`config.mk`:
```
export PLATFORM = sky130hd
export DESIGN_NAME = req_grant_rr_arbiter
export DESIGN_NICKNAME = d
export VERILOG_FILES = /design/src/rtl/req_grant_rr_arbiter.sv
export SDC_FILE = /design/constraint.sdc
export NUM_CORES = 1
export LEC_CHECK = 0
export BUFFER_PORTS_ARGS = -buffer_cell sky130_fd_sc_hd__buf_2
export CAP_MARGIN = 20
export CORE_MARGIN = 2
export CORE_UTILIZATION = 40
export CTS_CLUSTER_SIZE = 30
export DETAILED_ROUTE_END_ITERATION = 6
export PLACE_DENSITY = 0.84
export SLEW_MARGIN = 5
export SYNTH_ARGS = -nofsm -noshare
export SYNTH_HDL_FRONTEND = slang
export SYNTH_SLANG_ARGS = --single-unit
```
`constraint.sdc`:
```
create_clock -name clk -period 2.32 [get_ports clk]
set_clock_uncertainty 0.15 [all_clocks]
set_input_delay 0.116 -clock clk [delete_from_list [all_inputs] [get_ports clk]]
set_output_delay 0.116 -clock clk [all_outputs]
set_load 0.005 [all_outputs]
```
`src/rtl/req_grant_rr_arbiter.sv`:
```
`default_nettype none
// +--------------------------------------------------------------------------+
// | req_grant_rr_arbiter                                                      |
// | Round-robin arbiter sharing one req/grant resource, with hang watchdog.  |
// | Revision: 1.0                                                            |
// +--------------------------------------------------------------------------+
module req_grant_rr_arbiter #(
  parameter int REQ_N          = 4,
  parameter int PAYLOAD_WIDTH  = 32,
  parameter int TIMEOUT_CYCLES = 64,
  localparam int ID_W          = $clog2(REQ_N)
) (
  input  logic                     clk,
  input  logic                     rst_n,
  input  logic [REQ_N-1:0]         s_req,
  output logic [REQ_N-1:0]         s_grant,
  output logic [PAYLOAD_WIDTH-1:0] s_payload,
  output logic [ID_W-1:0]          grant_id,
  output logic                     m_req,
  input  logic                     m_grant,
  input  logic [PAYLOAD_WIDTH-1:0] m_payload,
  output logic                     busy,
  output logic                     timeout_err,
  input  logic                     timeout_clr
);

  localparam int               CNT_W     = 16;
  localparam logic [CNT_W-1:0] C_TIMEOUT = CNT_W'(TIMEOUT_CYCLES);
  localparam logic [ID_W-1:0]  C_LAST    = ID_W'(REQ_N - 1);
  localparam logic [ID_W:0]    C_REQ_N   = (ID_W + 1)'(REQ_N);

  typedef enum logic [0:0] {
    ST_IDLE = 1'b0,
    ST_LOCK = 1'b1
  } state_t;

  state_t             r_state;
  state_t             w_next_state;
  logic [ID_W-1:0]    r_rr_ptr;
  logic [ID_W-1:0]    w_next_rr_ptr;
  logic [ID_W-1:0]    r_sel;
  logic [ID_W-1:0]    w_next_sel;
  logic [CNT_W-1:0]   r_wait_cnt;
  logic [CNT_W-1:0]   w_next_wait_cnt;
  logic               r_timeout_err;
  logic               w_timeout_set;
  logic [ID_W-1:0]    w_rr_sel;
  logic               w_rr_found;
  logic [ID_W:0]      w_idx;
  logic [ID_W-1:0]    w_sel;
  logic               w_m_req;

  function automatic logic [ID_W-1:0] f_next_ptr(input logic [ID_W-1:0] v);
    return (v == C_LAST) ? '0 : v + ID_W'(1);
  endfunction

  // First requester at or after r_rr_ptr, wrapping modulo REQ_N.
  always_comb begin
    w_rr_sel   = '0;
    w_rr_found = 1'b0;
    w_idx      = '0;
    for (int i = 0; i < REQ_N; i++) begin
      w_idx = {1'b0, r_rr_ptr} + (ID_W + 1)'(i);
      if (w_idx >= C_REQ_N) begin
        w_idx = w_idx - C_REQ_N;
      end
      if (!w_rr_found && s_req[w_idx[ID_W-1:0]]) begin
        w_rr_found = 1'b1;
        w_rr_sel   = w_idx[ID_W-1:0];
      end
    end
  end

  always_comb begin
    w_next_state    = r_state;
    w_next_rr_ptr   = r_rr_ptr;
    w_next_sel      = r_sel;
    w_next_wait_cnt = r_wait_cnt;
    w_sel           = r_sel;
    w_m_req         = 1'b0;
    case (r_state)
      ST_IDLE: begin
        w_m_req = w_rr_found;
        w_sel   = w_rr_sel;
        if (w_rr_found) begin
          if (m_grant) begin
            w_next_rr_ptr = f_next_ptr(w_rr_sel);
          end else begin
            w_next_state    = ST_LOCK;
            w_next_sel      = w_rr_sel;
            w_next_wait_cnt = CNT_W'(1);
          end
        end
      end
      ST_LOCK: begin
        w_m_req = 1'b1;
        w_sel   = r_sel;
        if (m_grant) begin
          w_next_rr_ptr   = f_next_ptr(r_sel);
          w_next_state    = ST_IDLE;
          w_next_wait_cnt = '0;
        end else if (r_wait_cnt < C_TIMEOUT) begin
          w_next_wait_cnt = r_wait_cnt + CNT_W'(1);
        end
      end
      default: begin
        w_next_state = ST_IDLE;
      end
    endcase
  end

  // Fire once as the counter arrives at the limit so a clear can stick while the lock persists.
  assign w_timeout_set = (w_next_wait_cnt == C_TIMEOUT) && (r_wait_cnt != C_TIMEOUT);

  always_ff @(posedge clk or negedge rst_n) begin
    if (!rst_n) begin
      r_state       <= ST_IDLE;
      r_rr_ptr      <= '0;
      r_sel         <= '0;
      r_wait_cnt    <= '0;
      r_timeout_err <= 1'b0;
    end else begin
      r_state    <= w_next_state;
      r_rr_ptr   <= w_next_rr_ptr;
      r_sel      <= w_next_sel;
      r_wait_cnt <= w_next_wait_cnt;
      if (w_timeout_set) begin
        r_timeout_err <= 1'b1;
      end else if (timeout_clr) begin
        r_timeout_err <= 1'b0;
      end
    end
  end

  // Outputs are gated by rst_n so they drop the instant reset is asserted.
  assign m_req       = w_m_req & rst_n;
  assign grant_id    = rst_n ? w_sel : '0;
  assign s_grant     = (m_req && m_grant) ? ({{(REQ_N-1){1'b0}}, 1'b1} << w_sel) : '0;
  assign s_payload   = m_payload;
  assign busy        = (r_state == ST_LOCK);
  assign timeout_err = r_timeout_err;

endmodule
`default_nettype wire

```
## Yosys cells after proc, flatten, opt, wreduce, memory -nomap -nowiden

Cells that the tools add are included.

- Add/sub/neg operators: 10
- Order comparisons: 9
- Eq/ne operators: 7
- Shift-type cells: 1
- Multiplexer cells: 40
- Bitwise operators: 3
- Reductions and logical operators: 11

Operators by type and width:

| operator | count |
|---|---|
| 16-bit 2-to-1 mux | 4 |
| 16-bit case mux with 2 select lines | 1 |
| 2-bit 2-to-1 mux | 14 |
| 16-bit by 1-bit adder with 16-bit output, second input constant | 1 |
| 16-bit by 7-bit equality test with 1-bit output, second input constant | 1 |
| 16-bit by 7-bit less-than comparator with 1-bit output, second input constant | 1 |
| 16-bit by 7-bit != test with 1-bit output, second input constant | 1 |
| 2-bit by 3-bit less-than comparator with 1-bit output, second input constant | 4 |
| 1-bit 2-to-1 mux | 12 |
| 3-bit greater-or-equal comparator, second input constant | 3 |
| 1-bit binary-select mux with 2-bit select | 4 |
| 2-bit case mux with 2 select lines | 2 |
| 2-bit by 1-bit subtractor with 2-bit output, second input constant | 4 |
| 2-bit by 2-bit adder with 3-bit output, second input constant | 2 |
| 2-bit != test, second input constant | 3 |
| 3-bit AND reduction | 2 |
| 1-bit logical AND | 5 |
| 2-bit by 1-bit adder with 2-bit output, second input constant | 2 |
| 2-bit equality test, second input constant | 2 |
| 4-bit 2-to-1 mux | 1 |
| 1-bit case mux with 2 select lines | 2 |
| 1-bit by 2-bit left shift with 4-bit output, first input constant | 1 |
| 2-bit by 1-bit adder with 3-bit output, second input constant | 1 |
| 2-bit by 3-bit greater-or-equal comparator with 1-bit output, second input constant | 1 |
| other kinds (4) | 7 |

- Register bits: 22
- Bits of input ports: 40
- Output and inout bits: 41
- Word-level logic and storage cells: 86

## Longest topological paths before layout

Gate-level depths: netlist of the first run.

- Depth in word-level cells: 19
- Depth in mapped cells: 7
- Mapped depth without buffers: 7

## Least setup slack after synthesis of the first run

Ideal clock, no wire load.

- Kind: reg2reg
- Start: register r_wait_cnt[10]
- End: register r_timeout_err, in the netlist timeout_err
- Arrival: 1.926 ns
- Data required time: 2.042 ns
- Setup slack: 0.116 ns
- Cell stages (with the launch flop): 7
- Period minus slack after synthesis: 2.204 ns
- Cells stage by stage: dfrtp_1 or4_4 or3_4 nor3_1 a22oi_1 nand4_2 o32ai_2

- Longest elaborated chain between the ends: 7
- Elaborated cells on any way between the ends: 12

RTL lines:

| what | line | text |
|---|---|---|
| start: declaration | 43 | `logic [CNT_W-1:0] r_wait_cnt;` |
| start signal: assignment | 126 | `r_wait_cnt <= w_next_wait_cnt;` |
| 16-bit by 1-bit adder with 16-bit output or 16-bit by 7-bit less-than comparator with 1-bit output (tied branches) | 103, 102 |  |
| 16-bit 2-to-1 mux | 102 | `end else if (r_wait_cnt < C_TIMEOUT) begin` |
| 16-bit 2-to-1 mux | 98 | `if (m_grant) begin` |
| 16-bit case mux with 2 select lines | 81 | `case (r_state)` |
| 16-bit by 7-bit equality test with 1-bit output | 113 | `assign w_timeout_set = (w_next_wait_cnt == C_TIMEOUT) && (r_wait_cnt != C_TIMEOUT);` |
| 1-bit logical AND (*) | 113 |  |
| 1-bit 2-to-1 mux or 2-bit nonzero test (tied branches) | - |  |
| end signal: assignment | 121 | `r_timeout_err <= 1'b0;` |
| end signal: assignment | 128 | `r_timeout_err <= 1'b1;` |
| end signal: assignment | 130 | `r_timeout_err <= 1'b0;` |
| end: declaration | 45 | `logic r_timeout_err;` |

Mark *: on every way between the ends. The rest lies on a longest branch, timed or not.
A chain may end at the register's enable or synchronous reset.

## Worst setup path in the final report of the first run

Same ends and word-level chain as after synthesis.

==> metrics.txt, run 1 <==
status=finished clean; Reg clk slew, reported paths=80 ps; Die Ht=65.4 um; P_leak=0.738 nW; switching portion of total power=0.276; total of warnings raised by yosys=0; GP Congestion=0.845; io pins=81; Area Growth Syn to Fin=3.32%; 1st-pass router iterations=4; mapped cell area=1510 um2; total number of vias=1119; RSZ-0062 raised after global routing=yes; CP peak stage delay=560 ps; final hold slack=82.0 ps; Post-synth top flop=dfrtp_1; final hold vios=0; Period Utilization, post-route=0.971; htree depth=1; CTS Buffer Depth=2; vias in the first global route=1089; Gate power share=0.215; initial antenna violation count=0; count of cell types in the netlist=42; Slew HR=0.657; fin nets=207; final setup margin=68.0 ps; worst hold path type=primary input to output port; maximum vdd ir drop=0.303 mV; fin crit period=2250 ps; Sink Count=22; DP Wirelength=2110 um; Finished Cell Area=1560 um2; most common cell after layout, fill and taps aside=dfrtp_1; nature of the critical path endpoint=flop; number of synthesized flops with an enable pin=0; gr usage total=0.140; global route overflow=0; f_max=0.444 GHz; Die X=65.4 um; port buffer count=16; R2R Path Start=r_wait_cnt[10]$_DFF_PN0_; DP Area=1420 um2; CP cell instances=or4_4, or3_4, nor4_4, nand4_2, o32ai_2; largest net degree at the start of global routing=18; Die ar.=4280 um2; power per standard cell area=667 nW/um2; Remaining DRCs=0; most frequent cells in the layout=dfrtp_1, buf_2, nand2_1; Setup Viol. Count Final=0; Initial Util=0.415; total of max-cap violations=0; Post-Syn Area per Cell=8.82 um2; Ant. Diodes=0; pre-CTS WS=61.7 ps; CP Launch Point=r_wait_cnt[10]$_DFF_PN0_; Total Routed Length=2960 um; proportion of layout cells with a drive suffix above 1=0.250; first-pass GRT wire length=4720 um; worst r2r dst=timeout_err$_DFFE_PN0P_; Reg power frac=0.436; Seq/Total Area, Yosys=0.365; FF-to-FF path depth=5; Mapped Cells=171; clk root buf=clkbuf_8; CP max stage cell=or4_4; fraction of registers with async set/reset=1.00; WP data arrival=2280 ps; Syn Nets=213; row cnt=22; Core Box Area=3630 um2; clock power share=0.349; Least-Margin Pin Slew=515 ps; max-slew violations=0; Switch Pwr=0.287 mW; crit-path max FO=4; TritonCTS clock tree=built; worst reg2reg setup slack=70 ps; CTS buffer count=3; Startpoint Class=flop; later-pin clock latency in the skew report=270 ps; DR iter-0 viols=32; CP Class=flop to flop; antenna-violating nets left=0; synthesized flop and latch total=22; Int Pwr=0.753 mW; # fillers=353; CP Data Required Time=2350 ps; CP Capture Point=timeout_err$_DFFE_PN0P_; Vias/cell=5.28; drt wl/cell=13.9 um
## layer usage
layer	part of all wire	global-route usage	wire [um]
met1	0.44	0.177	1300
met2	0.49	0.235	1440
met3	0.065	0.0240	192
met4	0.010	0.0599	30
met5	0	0	0
## timing repair
item / 4_1_cts / 5_1_grt
hold buffers: 3 / 0
setup buffers: 0 / 0
resized for setup: 0 / 5
hold endpoints to repair: 24 / 0
endpoints found under the setup margin: 0 / 1
## cell usage after synthesis (2+ instances only)
master,number,area [um2]
buf_4,32,240
dfrtp_1,22,551
nand2_1,14,52.6
inv_1,11,41.3
nor2_1,10,37.5
o21ai_0,10,50.1
and2_1,9,56.3
a21oi_1,8,40.0
nand3_1,7,35.0
nor2b_1,4,25.0
nor3_1,4,20.0
a22oi_1,3,22.5
a221o_1,2,20.0
ha_1,2,25.0
mux2_2,2,22.5
nor4_1,2,12.5
o2bb2ai_1,2,17.5
or4_4,2,22.5
xnor2_1,2,17.5
## cell families after synthesis
kind of cell               Yosys count  synth area share
muxes                                2            0.0149
xor gates and xnor gates             2            0.0116
adders and majority gates            2            0.0166
buffers and inverters               45             0.198
DFF                                 22             0.365
AOI/OAI and AO/OA                   33             0.149
and+or+nand+nor                     65             0.245
## worst max-delay path, delay by kind of cell, from the launching register on
| kind | cells | cell delay [ps] |
|---|---|---|
| and+or+nand+nor | 4 | 1370 |
| DFF | 1 | 380 |
| AOI/OAI and AO/OA | 1 | 260 |
## cell type report
class                   instances  area [um2]  share of cell area
clock buffers                   3        41.3              0.0265
inverters                      11        41.3              0.0265
repair buffers                 23         140              0.0900
well taps                      48        60.1              0.0386
flip-flops and latches         22         551               0.353
clock inverters                 1        30.0              0.0193
multi-input cells             104         694               0.446
## worst min path at each step
| stage | startpoint | cells past startpoint | slack [ps] | endpoint |
|---|---|---|---|---|
| floorplan | rst_n | 0 | -330 | busy$_DFF_PN0_ |
| global placement | rst_n | 1 | -150 | r_rr_ptr[1]$_DFFE_PN0P_ |
| detailed placement | rst_n | 1 | -150 | r_rr_ptr[1]$_DFFE_PN0P_ |
| CTS | m_payload[1] | 0 | 80 | s_payload[1] |
| global route | m_payload[31] | 0 | 80 | s_payload[31] |
| finish | m_payload[0] | 0 | 80 | s_payload[0] |
## state kept, by name (all words and copies together), names as in the netlist
name	count
busy	1
timeout_err	1
r_wait_cnt	16
r_sel	2
r_rr_ptr	2
## metrics by stage
stage          setup TNS [ps]  utilization  instances  power (mW)
6_report                    0        0.429        212        1.04
5_1_grt                 -56.1        0.429        212        1.10
2_1_floorplan               0            -        171       0.649
3_3_place_gp                0        0.391        205       0.666
3_5_place_dp                0        0.391        205       0.675
4_1_cts                     0        0.419        212        1.04
## power groups by stage
stage | registers (mW) | clock network [mW] | logic (mW)
2_1_floorplan | 0.449 | 0 | 0.201
3_3_place_gp | 0.458 | 0 | 0.208
3_5_place_dp | 0.460 | 0 | 0.215
4_1_cts | 0.452 | 0.370 | 0.221
5_1_grt | 0.460 | 0.386 | 0.252
6_report | 0.453 | 0.363 | 0.223
No activity file was read; power rests on OpenSTA's default activity.
==> run 2, diff against run 1 <==
--- a/config.mk
+++ b/config.mk
@@ -7,6 +7,7 @@
 export LEC_CHECK = 0
 export BUFFER_PORTS_ARGS = -buffer_cell sky130_fd_sc_hd__buf_2
 export CAP_MARGIN = 20
+export CORE_ASPECT_RATIO = 0.6
 export CORE_MARGIN = 2
 export CORE_UTILIZATION = 40
 export CTS_CLUSTER_SIZE = 30
==> run 2 against run 1 <==
Net effect:
- total power up 3.0%
- highest routed layer unchanged
- critical endpoint unchanged
- cell count unchanged
- flip-flop and latch count did not move
- critical path type unchanged
==> metrics.txt, run 2 (synthesized netlist as in run 1, its figures left out) <==
Finished Cell Area=1590 um2 (was 1560 um2); vias in the first global route=1027 (was 1089); port buffer count=16 (unchanged); most frequent cells in the layout=dfrtp_1, buf_2, nand2_1 (unchanged); RSZ-0062 raised after global routing=no (was yes); WHS Path Cells=0 (unchanged); CP Capture Point=timeout_err$_DFFE_PN0P_ (unchanged); most common cell after layout, fill and taps aside=dfrtp_1 (unchanged); critical path depth=5 (unchanged); Period Utilization, post-route=0.959 (was 0.971); CP max stage cell=or4_4 (unchanged); row cnt=17 (was 22); clk root buf=clkbuf_8 (unchanged); worst r2r dst=timeout_err$_DFFE_PN0P_ (unchanged); CP bufs+invs=0 (unchanged); Area Growth Syn to Fin=5.31% (was 3.32%); worst reg2reg setup slack=100 ps (was 70 ps); Die Ht=51.6 um (was 65.4 um); DP Area=1430 um2 (was 1420 um2); top flop regs=r_wait_cnt x16, r_rr_ptr x2, r_sel x2 (unchanged); CP Data Required Time=2340 ps (was 2350 ps); power per standard cell area=674 nW/um2 (was 667 nW/um2); final hold vios=0 (unchanged); largest net degree at the start of global routing=27 (was 18); CP Class=flop to flop (unchanged); Setup Viol. Count Final=0 (unchanged); initial antenna violation count=0 (unchanged); f_max=0.450 GHz (was 0.444 GHz); later-pin clock latency in the skew report=260 ps (was 270 ps); Ant. Diodes=0 (unchanged); DP Wirelength=2260 um (was 2110 um); first-pass GRT wire length=4970 um (was 4720 um); gr usage total=0.151 (was 0.140); Total Routed Length=3220 um (was 2960 um); Reg clk slew, reported paths=70 ps (was 80 ps); status=finished clean (unchanged); antenna-violating nets left=0 (unchanged); total number of vias=1158 (was 1119); global route overflow=0 (unchanged); max-slew violations=0 (unchanged); maximum vdd ir drop=0.386 mV (was 0.303 mV); proportion of layout cells with a drive suffix above 1=0.279 (was 0.250); drt wl/cell=15.2 um (was 13.9 um); DR iter-0 viols=127 (was 32); Least-Margin Pin Slew=515 ps (about the same); CTS Buffer Depth=2 (unchanged); Initial Util=0.415 (about the same); delay-heaviest family, CP=simple AND/OR/NAND/NOR gates (unchanged); WP data arrival=2250 ps (was 2280 ps); Die X=83.3 um (was 65.4 um); Die ar.=4290 um2 (was 4280 um2); Core Box Area=3640 um2 (was 3630 um2); Remaining DRCs=0 (unchanged); Startpoint Class=flop (unchanged); CTS buffer count=3 (unchanged); Sum Neg Setup Slack=0 ps (unchanged); crit-path max FO=4 (unchanged); htree depth=1 (unchanged); R2R Path Start=r_wait_cnt[10]$_DFF_PN0_ (unchanged); fin crit period=2220 ps (was 2250 ps); CP cell instances=or4_4, or3_4, nor4_4, nand4_2, o32ai_2 (unchanged); P_leak=0.752 nW (was 0.738 nW); post-CTS setup buffer count=0 (unchanged); io pins=81 (unchanged); GP Congestion=0.948 (was 0.845); FF-to-FF path depth=5 (unchanged); nature of the critical path endpoint=flop (unchanged); TritonCTS clock tree=built (unchanged); Sink Count=22 (unchanged); final hold slack=82.0 ps (about the same); fin nets=208 (was 207); Slew HR=0.657 (about the same); total of max-cap violations=0 (unchanged); worst hold path type=primary input to output port (unchanged); max reg flops=16 (unchanged); Vias/cell=5.46 (was 5.28); total power=1.07 mW (was 1.04 mW); 1st-pass router iterations=4 (unchanged); CP Launch Point=r_wait_cnt[10]$_DFF_PN0_ (unchanged); Biggest register=r_wait_cnt (unchanged); CP peak stage delay=550 ps (was 560 ps)
## run 2: metal layers
layer | share of wire | GRT usage
met4 | 0.022 | 0.0601
met5 | 0 | 0
met3 | 0.070 | 0.0476
met2 | 0.44 | 0.208
met1 | 0.47 | 0.220
## run 2: worst min-delay path by stage
stage | startpoint | end | slack [ps]
2_1_floorplan | rst_n | busy$_DFF_PN0_ | -330
5_1_grt | m_payload[22] | s_payload[22] | 80
6_report | m_payload[22] | s_payload[22] | 80
4_1_cts | m_payload[11] | s_payload[11] | 80
3_3_place_gp | rst_n | r_wait_cnt[7]$_DFF_PN0_ | 3
3_5_place_dp | rst_n | r_wait_cnt[6]$_DFF_PN0_ | 4
## run 2: final cells by class
type / instances / area [um2]
fillers: 349 / 2050
flip-flops and latches: 22 / 551
inverters: 11 / 41.3
multi-input cells: 104 / 718
repair buffers: 24 / 148
well taps: 47 / 58.8
clock buffers: 3 / 41.3
clock inverters: 1 / 30.0
## run 2: per-stage QoR
step	util	worst slack [ps]	instances
after floorplan	-	116	171
after global placement	0.393	93.5	205
after detailed placement	0.393	15.7	205
after CTS	0.423	18.0	212
after global routing	0.437	1.97	212
final	0.437	96.1	212
## run 2: repair_timing
action	CTS	global route
hold buffers	3	0
cloned	0	0
gates resized for setup	1	9
pin swaps	3	0
hold endpoints to repair	24	0
setup endpoints to repair	1	5
## run 2: report_power, final
group / switching, mW / internal [mW] / leakage [nW]
logic: 0.139 / 0.118 / 0.422
clock network: 0.123 / 0.231 / 0.0357
registers: 0.0449 / 0.415 / 0.294
==> run 3, diff against run 2 <==
--- a/config.mk
+++ b/config.mk
@@ -5,7 +5,7 @@
 export SDC_FILE = /design/constraint.sdc
 export NUM_CORES = 1
 export LEC_CHECK = 0
-export BUFFER_PORTS_ARGS = -buffer_cell sky130_fd_sc_hd__buf_2
+export BUFFER_PORTS_ARGS = -buffer_cell sky130_fd_sc_hd__buf_4
 export CAP_MARGIN = 20
 export CORE_ASPECT_RATIO = 0.6
 export CORE_MARGIN = 2
==> run 3 against run 2 <==
Net effect:
- combinational power is 2% lower
- register-to-register slack barely moved
- worst hold slack worse by 4.5 ps
- setup slack got worse by 8.8 ps
- clock power grew 2%
- largest cell class unchanged
- global-route usage fell by 0.78 points
- non-clock buffer count shrank 1
- core utilization grew 0.31 points
- count of clock-buffer cells in the layout did not move
- critical path depth stayed put
- design area up 0.71%
- sequential share of layout area down 0.24 points
- critical path type unchanged
==> metrics.txt, run 3 (synthesized netlist as in run 1, its figures left out) <==
status=finished clean (unchanged); CTS Buffer Depth=2 (unchanged); most frequent cells in the layout=dfrtp_1, buf_4, nand2_1 (was dfrtp_1, buf_2, nand2_1); top flop regs=r_wait_cnt x16, r_rr_ptr x2, r_sel x2 (unchanged); Remaining DRCs=0 (unchanged); max-slew violations=0 (unchanged); htree depth=1 (unchanged); Ant. Diodes=0 (unchanged); Setup Viol. Count Final=0 (unchanged); Placed Instances=203 (was 205); port buffer count=16 (unchanged); fin crit period=2230 ps (was 2220 ps); CP Class=flop to flop (unchanged); power per standard cell area=668 nW/um2 (was 674 nW/um2); Worst Hold End=busy$_DFF_PN0_ (was s_payload[22]); vias in the first global route=990 (was 1027); f_max=0.448 GHz (was 0.450 GHz); RSZ-0062 raised after global routing=no (unchanged); proportion of layout cells with a drive suffix above 1=0.274 (was 0.279); Initial Util=0.415 (unchanged); global route overflow=0 (unchanged); drt wl/cell=14.1 um (was 15.2 um); Core Box Area=3640 um2 (unchanged); CP cell instances=or4_4, or3_4, nor4_2, nand4_2, o32ai_2 (was or4_4, or3_4, nor4_4, nand4_2, o32ai_2); Least-Margin Pin Slew=514 ps (was 515 ps); clk root buf=clkbuf_8 (unchanged); initial antenna violation count=0 (unchanged); Startpoint Class=flop (unchanged); total power=1.07 mW (about the same); hold wc startpoint=s_req[3] (was m_payload[22]); io pins=81 (unchanged); row cnt=17 (unchanged); total number of vias=1109 (was 1158); area of the multi-input gates=697 um2 (was 718 um2); Slew HR=0.658 (was 0.657); Reg clk slew, reported paths=80 ps (was 70 ps); Post-Layout Cell Count=211 (was 212); first-pass GRT wire length=4800 um (was 4970 um); nature of the critical path endpoint=flop (unchanged); DR iter-0 viols=183 (was 127); antenna-violating nets left=0 (unchanged); Sum Neg Setup Slack=0 ps (unchanged); Period Utilization, post-route=0.962 (was 0.959); CP max stage cell=or4_4 (unchanged); Sink Count=22 (unchanged); FF-to-FF path depth=5 (unchanged); CP Data Required Time=2350 ps (was 2340 ps); GP Congestion=1.02 (was 0.948); gr usage total=0.144 (was 0.151); Die X=83.3 um (unchanged); crit-path max FO=4 (unchanged); worst hold path type=primary input to flop (was primary input to output port); total of max-cap violations=0 (unchanged); later-pin clock latency in the skew report=270 ps (was 260 ps); Biggest register=r_wait_cnt (unchanged); FF/Latch Area=551 um2 (unchanged); CP peak stage delay=550 ps (about the same); # fillers=340 (was 349); Die Ht=51.6 um (unchanged); final hold vios=0 (unchanged); R2R Path Start=r_wait_cnt[10]$_DFF_PN0_ (unchanged); max reg flops=16 (unchanged); Area Growth Syn to Fin=6.06% (was 5.31%); CTS buffer count=3 (unchanged); WHS Path Cells=4 (was 0); TritonCTS clock tree=built (unchanged); DP Wirelength=2090 um (was 2260 um); WP data arrival=2260 ps (was 2250 ps); worst r2r dst=timeout_err$_DFFE_PN0P_ (unchanged); worst reg2reg setup slack=90 ps (was 100 ps); 1st-pass router iterations=4 (unchanged); Total Routed Length=2980 um (was 3220 um); P_leak=0.746 nW (was 0.752 nW); maximum vdd ir drop=0.374 mV (was 0.386 mV); Vias/cell=5.26 (was 5.46); Die ar.=4290 um2 (unchanged); largest net degree at the start of global routing=28 (was 27); most common cell after layout, fill and taps aside=dfrtp_1 (unchanged); fin nets=207 (was 208)
==> run 3: metal layers <==
layer / global-route usage / wire length [um] / vias up
li1: - / - / 548
met1: 0.218 / 1440 / 518
met2: 0.191 / 1320 / 35
met3: 0.0444 / 185 / 8
met4: 0.0464 / 42 / 0
met5: 0 / 0 / -
==> run 3: layout make-up <==
class / count / share of cell area
repair buffers: 23 / 0.113
clock buffers: 3 / 0.0258
inverters: 11 / 0.0258
clock inverters: 1 / 0.0188
multi-input cells: 104 / 0.436
flip-flops and latches: 22 / 0.344
well taps: 47 / 0.0368
==> run 3: metrics by stage <==
step                area (um2)  worst slack [ps]   util  hold slack [ps]
floorplan                 1510               116      -             -330
global route              1600              1.26  0.440             82.0
finish                    1600              87.3  0.440             77.5
CTS                       1550              8.87  0.427             75.2
global placement          1450              85.8  0.399             -119
detailed placement        1450              30.6  0.399             -118
==> run 3: repair_timing <==
item                                    in CTS  in global routing
buffers inserted                             0                  1
hold buffers                                 3                  0
hold endpoints to repair                    24                  0
gates resized for setup                      0                  8
endpoints found under the setup margin       0                  4
==> run 3: worst max-delay path: cells and delay by family (launching register included) <==
family	cells	cell delay [ps]
simple gates	4	1420
flops	1	370
compound gates	1	200
==> run 3: worst max path at each step <==
stage / startpoint / endpoint / slack [ps] / cells after the start
final: r_wait_cnt[10]$_DFF_PN0_ / timeout_err$_DFFE_PN0P_ / 90 / 5
after global routing: r_wait_cnt[10]$_DFF_PN0_ / timeout_err$_DFFE_PN0P_ / 1 / 5
after CTS: r_wait_cnt[10]$_DFF_PN0_ / timeout_err$_DFFE_PN0P_ / 9 / 5
after detailed placement: r_wait_cnt[10]$_DFF_PN0_ / timeout_err$_DFFE_PN0P_ / 30 / 6
after global placement: r_wait_cnt[10]$_DFF_PN0_ / timeout_err$_DFFE_PN0P_ / 90 / 6
after floorplan: r_wait_cnt[10]$_DFF_PN0_ / timeout_err$_DFFE_PN0P_ / 120 / 6
==> run 3: report_power, final <==
part / internal, mW / total, mW / switching, mW
registers: 0.415 / 0.457 / 0.0417
logic: 0.121 / 0.251 / 0.130
clock network: 0.231 / 0.360 / 0.129
total: 0.767 / 1.07 / 0.301
